### src/rtl/friscv_pkg.sv
// Shared definitions for the fetch stage: opcode encodings, fetch FSM
// state type, NOP encoding and instruction length.
package friscv_pkg;

  localparam logic [6:0] OPC_REG       = 7'b0110011;
  localparam logic [6:0] OPC_IMM_ARITH = 7'b0010011;
  localparam logic [6:0] OPC_IMM_LOAD  = 7'b0000011;
  localparam logic [6:0] OPC_STORE     = 7'b0100011;
  localparam logic [6:0] OPC_BRANCH    = 7'b1100011;
  localparam logic [6:0] OPC_JUMP      = 7'b1101111;
  localparam logic [6:0] OPC_JALR      = 7'b1100111;
  localparam logic [6:0] OPC_LUI       = 7'b0110111;
  localparam logic [6:0] OPC_AUIPC     = 7'b0010111;

  localparam logic [31:0] NOP_INSTR = 32'h0000_0013;
  localparam int unsigned INSTR_LEN = 4;

  typedef enum logic [2:0] {
    IDLE,
    REQ,
    WAIT,
    HOLD,
    ERROR
  } fetch_state_t;

endpackage

### src/rtl/fetch_unit_imm_gen.sv
// imm_gen: combinational immediate extractor.
//   instr_i : 32-bit instruction word
//   imm_o   : 32-bit immediate, format chosen by instr_i[6:0]; 0 for
//             opcodes that carry no immediate
module imm_gen
  import friscv_pkg::*;
(
  input  logic [31:0] instr_i,
  output logic [31:0] imm_o
);

  always_comb begin
    imm_o = '0;
    case (instr_i[6:0])
      OPC_IMM_ARITH, OPC_IMM_LOAD, OPC_JALR:
        imm_o = {{20{instr_i[31]}}, instr_i[31:20]};
      OPC_STORE:
        imm_o = {{20{instr_i[31]}}, instr_i[31:25], instr_i[11:7]};
      OPC_BRANCH:
        imm_o = {{19{instr_i[31]}}, instr_i[31], instr_i[7], instr_i[30:25],
                 instr_i[11:8], 1'b0};
      OPC_LUI, OPC_AUIPC:
        imm_o = {instr_i[31:12], 12'b0};
      OPC_JUMP:
        imm_o = {{11{instr_i[31]}}, instr_i[31], instr_i[19:12], instr_i[20],
                 instr_i[30:21], 1'b0};
      default:
        imm_o = '0;
    endcase
  end

endmodule

### src/rtl/fetch_unit.sv
// fetch_unit: instruction fetch stage. Holds the PC, fetches one word per
// instruction over a req/gnt/rvalid handshake and presents the decoded
// fields downstream with a valid/ready handshake.
//   clk_in, rst_in          : clock, synchronous active-high reset
//   fetch_en_in             : permits starting a new fetch
//   imem_req_out/addr_out   : memory request and address (= pc_out)
//   imem_gnt_in             : request accepted (honoured in REQ only)
//   imem_rvalid_in/rdata_in : read response (honoured in WAIT only)
//   instr_valid_out/ready_in: downstream handshake
//   pc_out, instr_out, op_code_out, func3_out, func7_out, rd_out,
//   rs1_out, rs2_out, imm_out : held instruction and its fields
//   pc_src_in/target_addr_in: next-PC select on accept (1 = PC+4)
//   err_out                 : sticky misaligned-redirect flag
module fetch_unit
  import friscv_pkg::*;
#(
  parameter int unsigned            ADDR_WIDTH = 32,
  parameter logic [ADDR_WIDTH-1:0]  RESET_PC   = '0
) (
  input  logic                  clk_in,
  input  logic                  rst_in,
  input  logic                  fetch_en_in,
  output logic                  imem_req_out,
  output logic [ADDR_WIDTH-1:0] imem_addr_out,
  input  logic                  imem_gnt_in,
  input  logic                  imem_rvalid_in,
  input  logic [31:0]           imem_rdata_in,
  output logic                  instr_valid_out,
  input  logic                  instr_ready_in,
  output logic [ADDR_WIDTH-1:0] pc_out,
  output logic [31:0]           instr_out,
  output logic [6:0]            op_code_out,
  output logic [2:0]            func3_out,
  output logic [6:0]            func7_out,
  output logic [4:0]            rd_out,
  output logic [4:0]            rs1_out,
  output logic [4:0]            rs2_out,
  output logic [31:0]           imm_out,
  input  logic                  pc_src_in,
  input  logic [ADDR_WIDTH-1:0] target_addr_in,
  output logic                  err_out
);

  fetch_state_t          state_q, state_d;
  logic [ADDR_WIDTH-1:0] pc_q, pc_d;
  logic [31:0]           instr_q, instr_d;
  logic                  req_q, valid_q, err_q;

  always_comb begin
    state_d = state_q;
    pc_d    = pc_q;
    instr_d = instr_q;
    case (state_q)
      IDLE: if (fetch_en_in) state_d = REQ;
      REQ:  if (imem_gnt_in) state_d = WAIT;
      WAIT: if (imem_rvalid_in) begin
        instr_d = imem_rdata_in;
        state_d = HOLD;
      end
      HOLD: if (instr_ready_in) begin
        // A misaligned redirect leaves the PC at the faulting instruction.
        if (!pc_src_in && (target_addr_in[1:0] != 2'b00)) begin
          state_d = ERROR;
        end else begin
          pc_d    = pc_src_in ? pc_q + ADDR_WIDTH'(INSTR_LEN) : target_addr_in;
          state_d = fetch_en_in ? REQ : IDLE;
        end
      end
      ERROR: state_d = ERROR;
      default: state_d = IDLE;
    endcase
  end

  // Handshake outputs are registered copies of the next-state decode.
  always_ff @(posedge clk_in) begin
    if (rst_in) begin
      state_q <= IDLE;
      pc_q    <= RESET_PC;
      instr_q <= NOP_INSTR;
      req_q   <= 1'b0;
      valid_q <= 1'b0;
      err_q   <= 1'b0;
    end else begin
      state_q <= state_d;
      pc_q    <= pc_d;
      instr_q <= instr_d;
      req_q   <= (state_d == REQ);
      valid_q <= (state_d == HOLD);
      err_q   <= (state_d == ERROR);
    end
  end

  assign imem_req_out    = req_q;
  assign imem_addr_out   = pc_q;
  assign instr_valid_out = valid_q;
  assign err_out         = err_q;
  assign pc_out          = pc_q;
  assign instr_out       = instr_q;
  assign op_code_out     = instr_q[6:0];
  assign rd_out          = instr_q[11:7];
  assign func3_out       = instr_q[14:12];
  assign rs1_out         = instr_q[19:15];
  assign rs2_out         = instr_q[24:20];
  assign func7_out       = instr_q[31:25];

  imm_gen u_imm_gen (
    .instr_i (instr_q),
    .imm_o   (imm_out)
  );

endmodule

### config.mk
export PLATFORM = sky130hd
export DESIGN_NAME = fetch_unit
export DESIGN_NICKNAME = d
export VERILOG_FILES = /design/src/rtl/friscv_pkg.sv /design/src/rtl/fetch_unit_imm_gen.sv /design/src/rtl/fetch_unit.sv
export SDC_FILE = /design/constraint.sdc
export NUM_CORES = 1
export LEC_CHECK = 0
export ABC_AREA = 0
export CORE_AREA = 2 2 107 109
export CTS_BUF_LIST = sky130_fd_sc_hd__clkbuf_4
export DETAILED_ROUTE_END_ITERATION = 8
export DIE_AREA = 0 0 109 111
export GPL_TIMING_DRIVEN = 0
export PLACE_DENSITY = 0.85
export SLEW_MARGIN = 10
export SYNTH_ARGS = -nofsm -noshare
export SYNTH_HDL_FRONTEND = slang
export SYNTH_SLANG_ARGS = --single-unit
### constraint.sdc
create_clock -name clk_in -period 6 [get_ports clk_in]
set_input_delay 1.2 -clock clk_in [delete_from_list [all_inputs] [get_ports clk_in]]
set_output_delay 1.2 -clock clk_in [all_outputs]
set_load 0.01 [all_outputs]
==> metrics.md, run 1 <==
| Metric | Value |
|---|---|
| Unrepaired setup endpoints after global routing | false |
| Die Ht | 111 um |
| Compound-gate portion of the synthesized area | 21.5% |
| Crit-path cells | clkbuf_1 > nand3_1 > a21oi_1 > and2_1 > buf_2 > a21o_1 > clkdlybuf4s50_1 |
| Ys Warns | 0 |
| R2R depth | 6 |
| IO buf count | 232 |
| CTS tree | done |
| Power Density | 132 nW/um2 |
| Post-Syn Instances | 577 |
| Critical path peak fanout | 10 |
| Worst hold start | instr_out[16]$_SDFFE_PP0P_ |
| R2R Setup Slk | 3.67 ns |
| Count leader, synth | nand2_1 |
| Sequential share of the synthesized area | 32.5% |
| CP max stage cell | clkdlybuf4s50_1 |
| CP required | 4.80 ns |
| Via count | 5,125 |
| FF-to-FF Start | imem_addr_out[2]$_SDFFE_PP0P_ |
| Nets | 892 |
| Commonest cells post-synth | nand2_1, dfxtp_1, buf_4 |
| Final setup margin | 1.88 ns |
| Post-synth net total | 649 |
| Yosys top cell by area | dfxtp_1 |
| Reg2reg end | imem_addr_out[26]$_SDFFE_PP0P_ |
| Area share of the leading cell type in the synthesized netlist | 32.5% |
| Layout cells sized above 1 | 12.4% |
| Post-route clock period utilization | 68.7% |
| Maximum VDD drop | 0.0991 mV |
| Max Clk Rate | 0.243 GHz |
| Synthesized cell area | 4320 um2 |
| Leak | 2.63 nW |
| ANT nets after route | 0 |
| Min cycle time layout | 4.12 ns |
| Hold buffers post-CTS | 0 |
| Synth top area cells | dfxtp_1, buf_4, nand2_1, a21oi_1, a21o_1 |
| Ys flop type | dfxtp_1 |
| Max-Cap Viols | 0 |
| Async set-reset flop share out of synthesis | 0% |
| DR iter-0 viols | 412 |
| Pre-CTS setup slack | 2.28 ns |
| Post_cts resized | 0 |
| CTS sink count | 70 |
| Ports | 234 |
| EDFF count, synth | 0 |
| Die area | 12,100 um2 |
| Simple-Gate Fraction of Synth Area | 28.3% |
| Layout fillers | 990 |
| Drt pass-1 iters | 5 |
| CTS root buf | clkbuf_4 |
| Routed wire length | 15,700 um |
| XOR/XNOR share of the synthesized area | 0% |
| Row count | 39 |
| Hold WC Path Type | reg -> reg |
| Die width | 109 um |
| Area post-placement | 6820 um2 |
| Global-route wire length before repair | 24,100 um |
| Final HPWL DP | 12,000 um |
| Slew HR | 32.7% |
| Slew Viols, Final | 0 |
| Gr ovfl total | 0 |
| Min-Delay Endpoint | instr_out[16]$_SDFFE_PP0P_ |
| Mux share of post-synthesis cell area | 1.94% |
| Startpoint class of the critical path | register |
| Avg WL per Cell | 16.3 um |
| Largest family of logic cells by synthesized area | simple AND/OR/NAND/NOR gates |
| Crit-path max cell delay | 0.53 ns |
| Ant. Diodes | 0 |
| Mean Syn Cell Area | 7.48 um2 |
| Final instance area | 6920 um2 |
| Outcome | complete, no violations |
| Adder-Cell Fraction of Synth Area | 0.290% |
| Worst Setup Path Type | reg -> out |
| Clock skew | 0.0259 ns |
| DRC | 0 |
| Hold depth | 2 |
| Worst Tran Pin Value | 1.00 ns |
| Area Overhead vs Synth | 60.3% |
| Final Util | 62.5% |
| Via-to-Cell Ratio | 5.30 |
| Worst Path Arrival | 2.92 ns |
| Yosys cell types | 64 |
| Overall routing resource usage | 25.2% |
| Final setup viols | 0 |
| Core area | 11,100 um2 |
| Clock network latency to the later pin of the worst-skew pair | 0.42 ns |
| FF+latch count, synth | 70 |
| TritonCTS buffer count | 9 |
| TNS Setup | 0 ns |
| Clock-pin slew on the worst setup and hold paths | 0.13 ns |
| Critical Path Sink Type | output port |
| Largest net degree at the start of global routing | 12 |
| Clk buf depth | 2 |
| Vias in the first global route | 4,577 |
| Antenna violations before repair | 0 |
| Final Hold Viols | 0 |
| H-tree Lvls | 3 |
| Initial Utilization | 39.0% |
| Post-CTS Setup Inserts | 0 |
| RePlAce Congestion | 0.940 |
-- worst max path at each step --
stage                              startpoint           to  slack (ns)  cells after the start
finish              instr_out[6]$_SDFFE_PP0P_  imm_out[28]        1.88                      7
global route        instr_out[6]$_SDFFE_PP0P_  imm_out[28]        1.63                      7
CTS                 instr_out[6]$_SDFFE_PP0P_  imm_out[28]        1.83                      7
detailed placement  instr_out[6]$_SDFFE_PP0P_  imm_out[28]        2.28                      7
global placement    instr_out[6]$_SDFFE_PP0P_  imm_out[28]        2.32                      7
floorplan           instr_out[6]$_SDFFE_PP0P_  imm_out[20]        3.19                      6
-- layer usage --
metal,GRT usage (%),vias up,part of all wire [%]
li1,-,2475,-
met1,31.4,2339,38
met2,43.8,288,50
met3,5.11,23,10
met4,6.41,0,1.6
met5,0,-,0
-- critical path: cells and delay by family (launching register included) --
kind | cells | cell delay [ns]
compound gates | 2 | 0.59
simple gates | 2 | 0.44
flops | 1 | 0.39
buf+inv | 3 | 1.12
-- stage by stage --
stage / total power, W / cells / hold WS, ns
after floorplan: 0.000560 / 577 / 0.505
after global placement: 0.000660 / 952 / 0.477
after detailed placement: 0.000661 / 952 / 0.482
after CTS: 0.000914 / 967 / 0.500
after global routing: 0.000949 / 967 / 0.522
final: 0.000913 / 967 / 0.500
-- cells by family after synthesis --
kind of cell,count (synthesis)
AND/OR/NAND/NOR,241
AO/OA/AOI/OAI,149
buffers and inverters,108
flip-flops,70
multiplexers,8
adder cells (fa/ha/maj),1
-- final cells by class --
type / count / area [um2] / area share, %
timing repair buffer: 232 / 2320 / 33.6
multi-input combinational: 399 / 2250 / 32.5
sequential: 70 / 1400 / 20.2
buffer: 100 / 638 / 9.22
tap: 143 / 179 / 2.59
clock buffer: 10 / 75.1 / 1.08
inverter: 8 / 30.0 / 0.434
clock inverter: 5 / 27.5 / 0.398
-- cell usage in the layout (no fill, tap or decap), drive strengths merged, types with 20 or more instances in the layout --
| cell type | Yosys | layout |
|---|---|---|
| o21ai | 23 | 23 |
| nand2 | 97 | 97 |
| nand3 | 21 | 21 |
| dfxtp | 70 | 70 |
| buf | 69 | 69 |
| clkbuf | 31 | 41 |
| a21o | 20 | 20 |
| nor2 | 28 | 28 |
| a21oi | 61 | 61 |
| clkdlybuf4s50 | 0 | 232 |
-- state kept, by name, summed over array words and instances, names as in the netlist --
register         cells
imem_addr_out       32
instr_out           32
state_q              3
err_out              1
imem_req_out         1
instr_valid_out      1
-- report_power, final --
group | switching (W) | internal, W | total, W
Clock | 0.000176 | 0.0000850 | 0.000261
Combinational | 0.0000721 | 0.0000961 | 0.000168
Sequential | 0.0000110 | 0.000473 | 0.000484
Power figures use the tool's default switching activity.
==> run 2: changes to the inputs <==
--- a/config.mk
+++ b/config.mk
@@ -6,12 +6,12 @@
 export NUM_CORES = 1
 export LEC_CHECK = 0
 export ABC_AREA = 0
-export CORE_AREA = 2 2 107 109
+export CORE_AREA = 2 2 112 114
 export CTS_BUF_LIST = sky130_fd_sc_hd__clkbuf_4
 export DETAILED_ROUTE_END_ITERATION = 8
-export DIE_AREA = 0 0 109 111
+export DIE_AREA = 0 0 114 116
 export GPL_TIMING_DRIVEN = 0
-export PLACE_DENSITY = 0.85
+export PLACE_DENSITY = 0.82
 export SLEW_MARGIN = 10
 export SYNTH_ARGS = -nofsm -noshare
 export SYNTH_HDL_FRONTEND = slang
==> constraint.sdc (replaced) <==
create_clock -name clk_in -period 3.43 [get_ports clk_in]
set_input_delay 0.686 -clock clk_in [delete_from_list [all_inputs] [get_ports clk_in]]
set_output_delay 0.686 -clock clk_in [all_outputs]
set_load 0.01 [all_outputs]
==> metrics.md, run 2 (same netlist as run 1, synthesis figures left out) <==
| Metric | Value |
|---|---|
| DR iter-0 viols | 419 |
| H-tree Lvls | 3 |
| Routed wire length | 16,200 um |
| Final Hold Viols | 0 |
| Layout fillers | 1,102 |
| TritonCTS buffer count | 9 |
| Critical path peak fanout | 10 |
| Clock-pin slew on the worst setup and hold paths | 0.12 ns |
| Maximum VDD drop | 0.160 mV |
| Via count | 5,218 |
| Layout cells sized above 1 | 13.6% |
| Power Density | 252 nW/um2 |
| CTS tree | done |
| Final setup viols | 0 |
| Max-Cap Viols | 0 |
| Worst Setup Path Type | reg -> out |
| Worst hold slack | 0.497 ns |
| Clock skew | 0.0247 ns |
| CTS root buf | clkbuf_4 |
| Area Overhead vs Synth | 62.8% |
| Area post-placement | 6820 um2 |
| Commonest non-fill, non-tap cell in the layout | clkdlybuf4s50_1 |
| Slew Viols, Final | 0 |
| Vias in the first global route | 4,682 |
| Gr ovfl total | 0 |
| Initial Utilization | 36.2% |
| Ant. Diodes | 0 |
| Largest net degree at the start of global routing | 13 |
| Startpoint class of the critical path | register |
| Post-Layout Cell Count | 972 |
| Final HPWL DP | 12,300 um |
| Nets | 892 |
| CTS sink count | 70 |
| Final instance area | 7030 um2 |
| Die area | 13,200 um2 |
| Clock network latency to the later pin of the worst-skew pair | 0.43 ns |
| Register area | 1400 um2 |
| Overall routing resource usage | 23.3% |
| Hold WC Path Type | reg -> reg |
| Global-route wire length before repair | 24,500 um |
| Drt pass-1 iters | 5 |
| CP required | 2.74 ns |
| Die width | 114 um |
| ANT nets after route | 0 |
| Post-route clock period utilization | 95.8% |
| Final Util | 59.0% |
| Die Ht | 116 um |
| Min cycle time layout | 3.29 ns |
| Dpl cells | 956 |
| Ports | 234 |
| Hold buffers post-CTS | 0 |
| Via-to-Cell Ratio | 5.37 |
| Row count | 40 |
| Area of the multi-input gates | 2280 um2 |
| Antenna violations before repair | 0 |
| RePlAce Congestion | 0.916 |
| Clk buf depth | 2 |
| Outcome | complete, no violations |
| Avg WL per Cell | 16.7 um |
| Most frequent cells in the layout | clkdlybuf4s50_1, nand2_1, dfxtp_1, buf_4, a21oi_1 |
| IO buf count | 232 |
| DRC | 0 |
| Worst Tran Pin Value | 0.672 ns |
| Slew HR | 55.2% |
| Core area | 11,900 um2 |
| Max Clk Rate | 0.304 GHz |
| Leak | 2.67 nW |
| Worst Path Arrival | 2.60 ns |
| Critical Path Sink Type | output port |
==> run 2: per-stage QoR <==
| stage | total power [W] | setup slack, ns | setup TNS, ns |
|---|---|---|---|
| after floorplan | 0.000980 | 1.13 | 0 |
| after global placement | 0.00116 | 0.200 | 0 |
| after detailed placement | 0.00116 | 0.169 | 0 |
| after CTS | 0.00178 | 0.0263 | 0 |
| after global routing | 0.00184 | -0.00528 | -0.00528 |
| final | 0.00177 | 0.145 | 0 |
==> run 2: layout make-up <==
type	count	share of cell area, %
sequential	70	20.0
buffer	99	9.04
tap	147	2.62
inverter	8	0.427
multi-input combinational	399	32.5
timing repair buffer	233	33.1
clock buffer	10	1.07
clock inverter	6	1.23
==> run 2: worst max-delay path, stage by stage, from the launching register on <==
cell             delay [ns]
dfxtp_1                0.46
nor2b_4                0.24
nand3_1                0.21
a21oi_4                0.24
and2_1                 0.16
buf_2                  0.24
a21o_1                 0.13
clkdlybuf4s50_1        0.53
==> run 2: worst paths after layout <==
path	start	slack [ns]	to	depth (start not counted)
worst min-delay path	instr_out[14]$_SDFFE_PP0P_	0.50	instr_out[14]$_SDFFE_PP0P_	2
worst min register to register	instr_out[14]$_SDFFE_PP0P_	0.50	instr_out[14]$_SDFFE_PP0P_	2
worst max register to register	imem_addr_out[2]$_SDFFE_PP0P_	1.11	imem_addr_out[26]$_SDFFE_PP0P_	6
worst max-delay path	instr_out[5]$_SDFFE_PP0P_	0.14	imm_out[20]	7
==> run 2: what timing repair did <==
action / 4_1_cts / 5_1_grt
pin swaps: 0 / 1
gates resized for setup: 6 / 4
setup endpoints to repair: 21 / 11
buffers inserted: 0 / 1
==> run 2: metal layers <==
metal / up-vias / track usage (%) / share of wire (%)
met2: 319 / 41.7 / 50
met5: - / 0 / 0
met1: 2385 / 28.2 / 40
met3: 33 / 4.39 / 8.8
li1: 2481 / - / -
met4: 0 / 7.32 / 1.9
==> run 2: report_power, final <==
group	switching [W]	internal (W)
logic	0.000129	0.000172
registers	0.0000202	0.000827
clock network	0.000318	0.000303
total	0.000467	0.00130
==> run 3: changes to the inputs <==
--- a/config.mk
+++ b/config.mk
@@ -12,7 +12,7 @@
 export DIE_AREA = 0 0 114 116
 export GPL_TIMING_DRIVEN = 0
 export PLACE_DENSITY = 0.82
-export SLEW_MARGIN = 10
+export SLEW_MARGIN = 5
 export SYNTH_ARGS = -nofsm -noshare
 export SYNTH_HDL_FRONTEND = slang
 export SYNTH_SLANG_ARGS = --single-unit
==> results of run 3 <==
No change in the layout: final DEF, timing and power equal those of run 2.
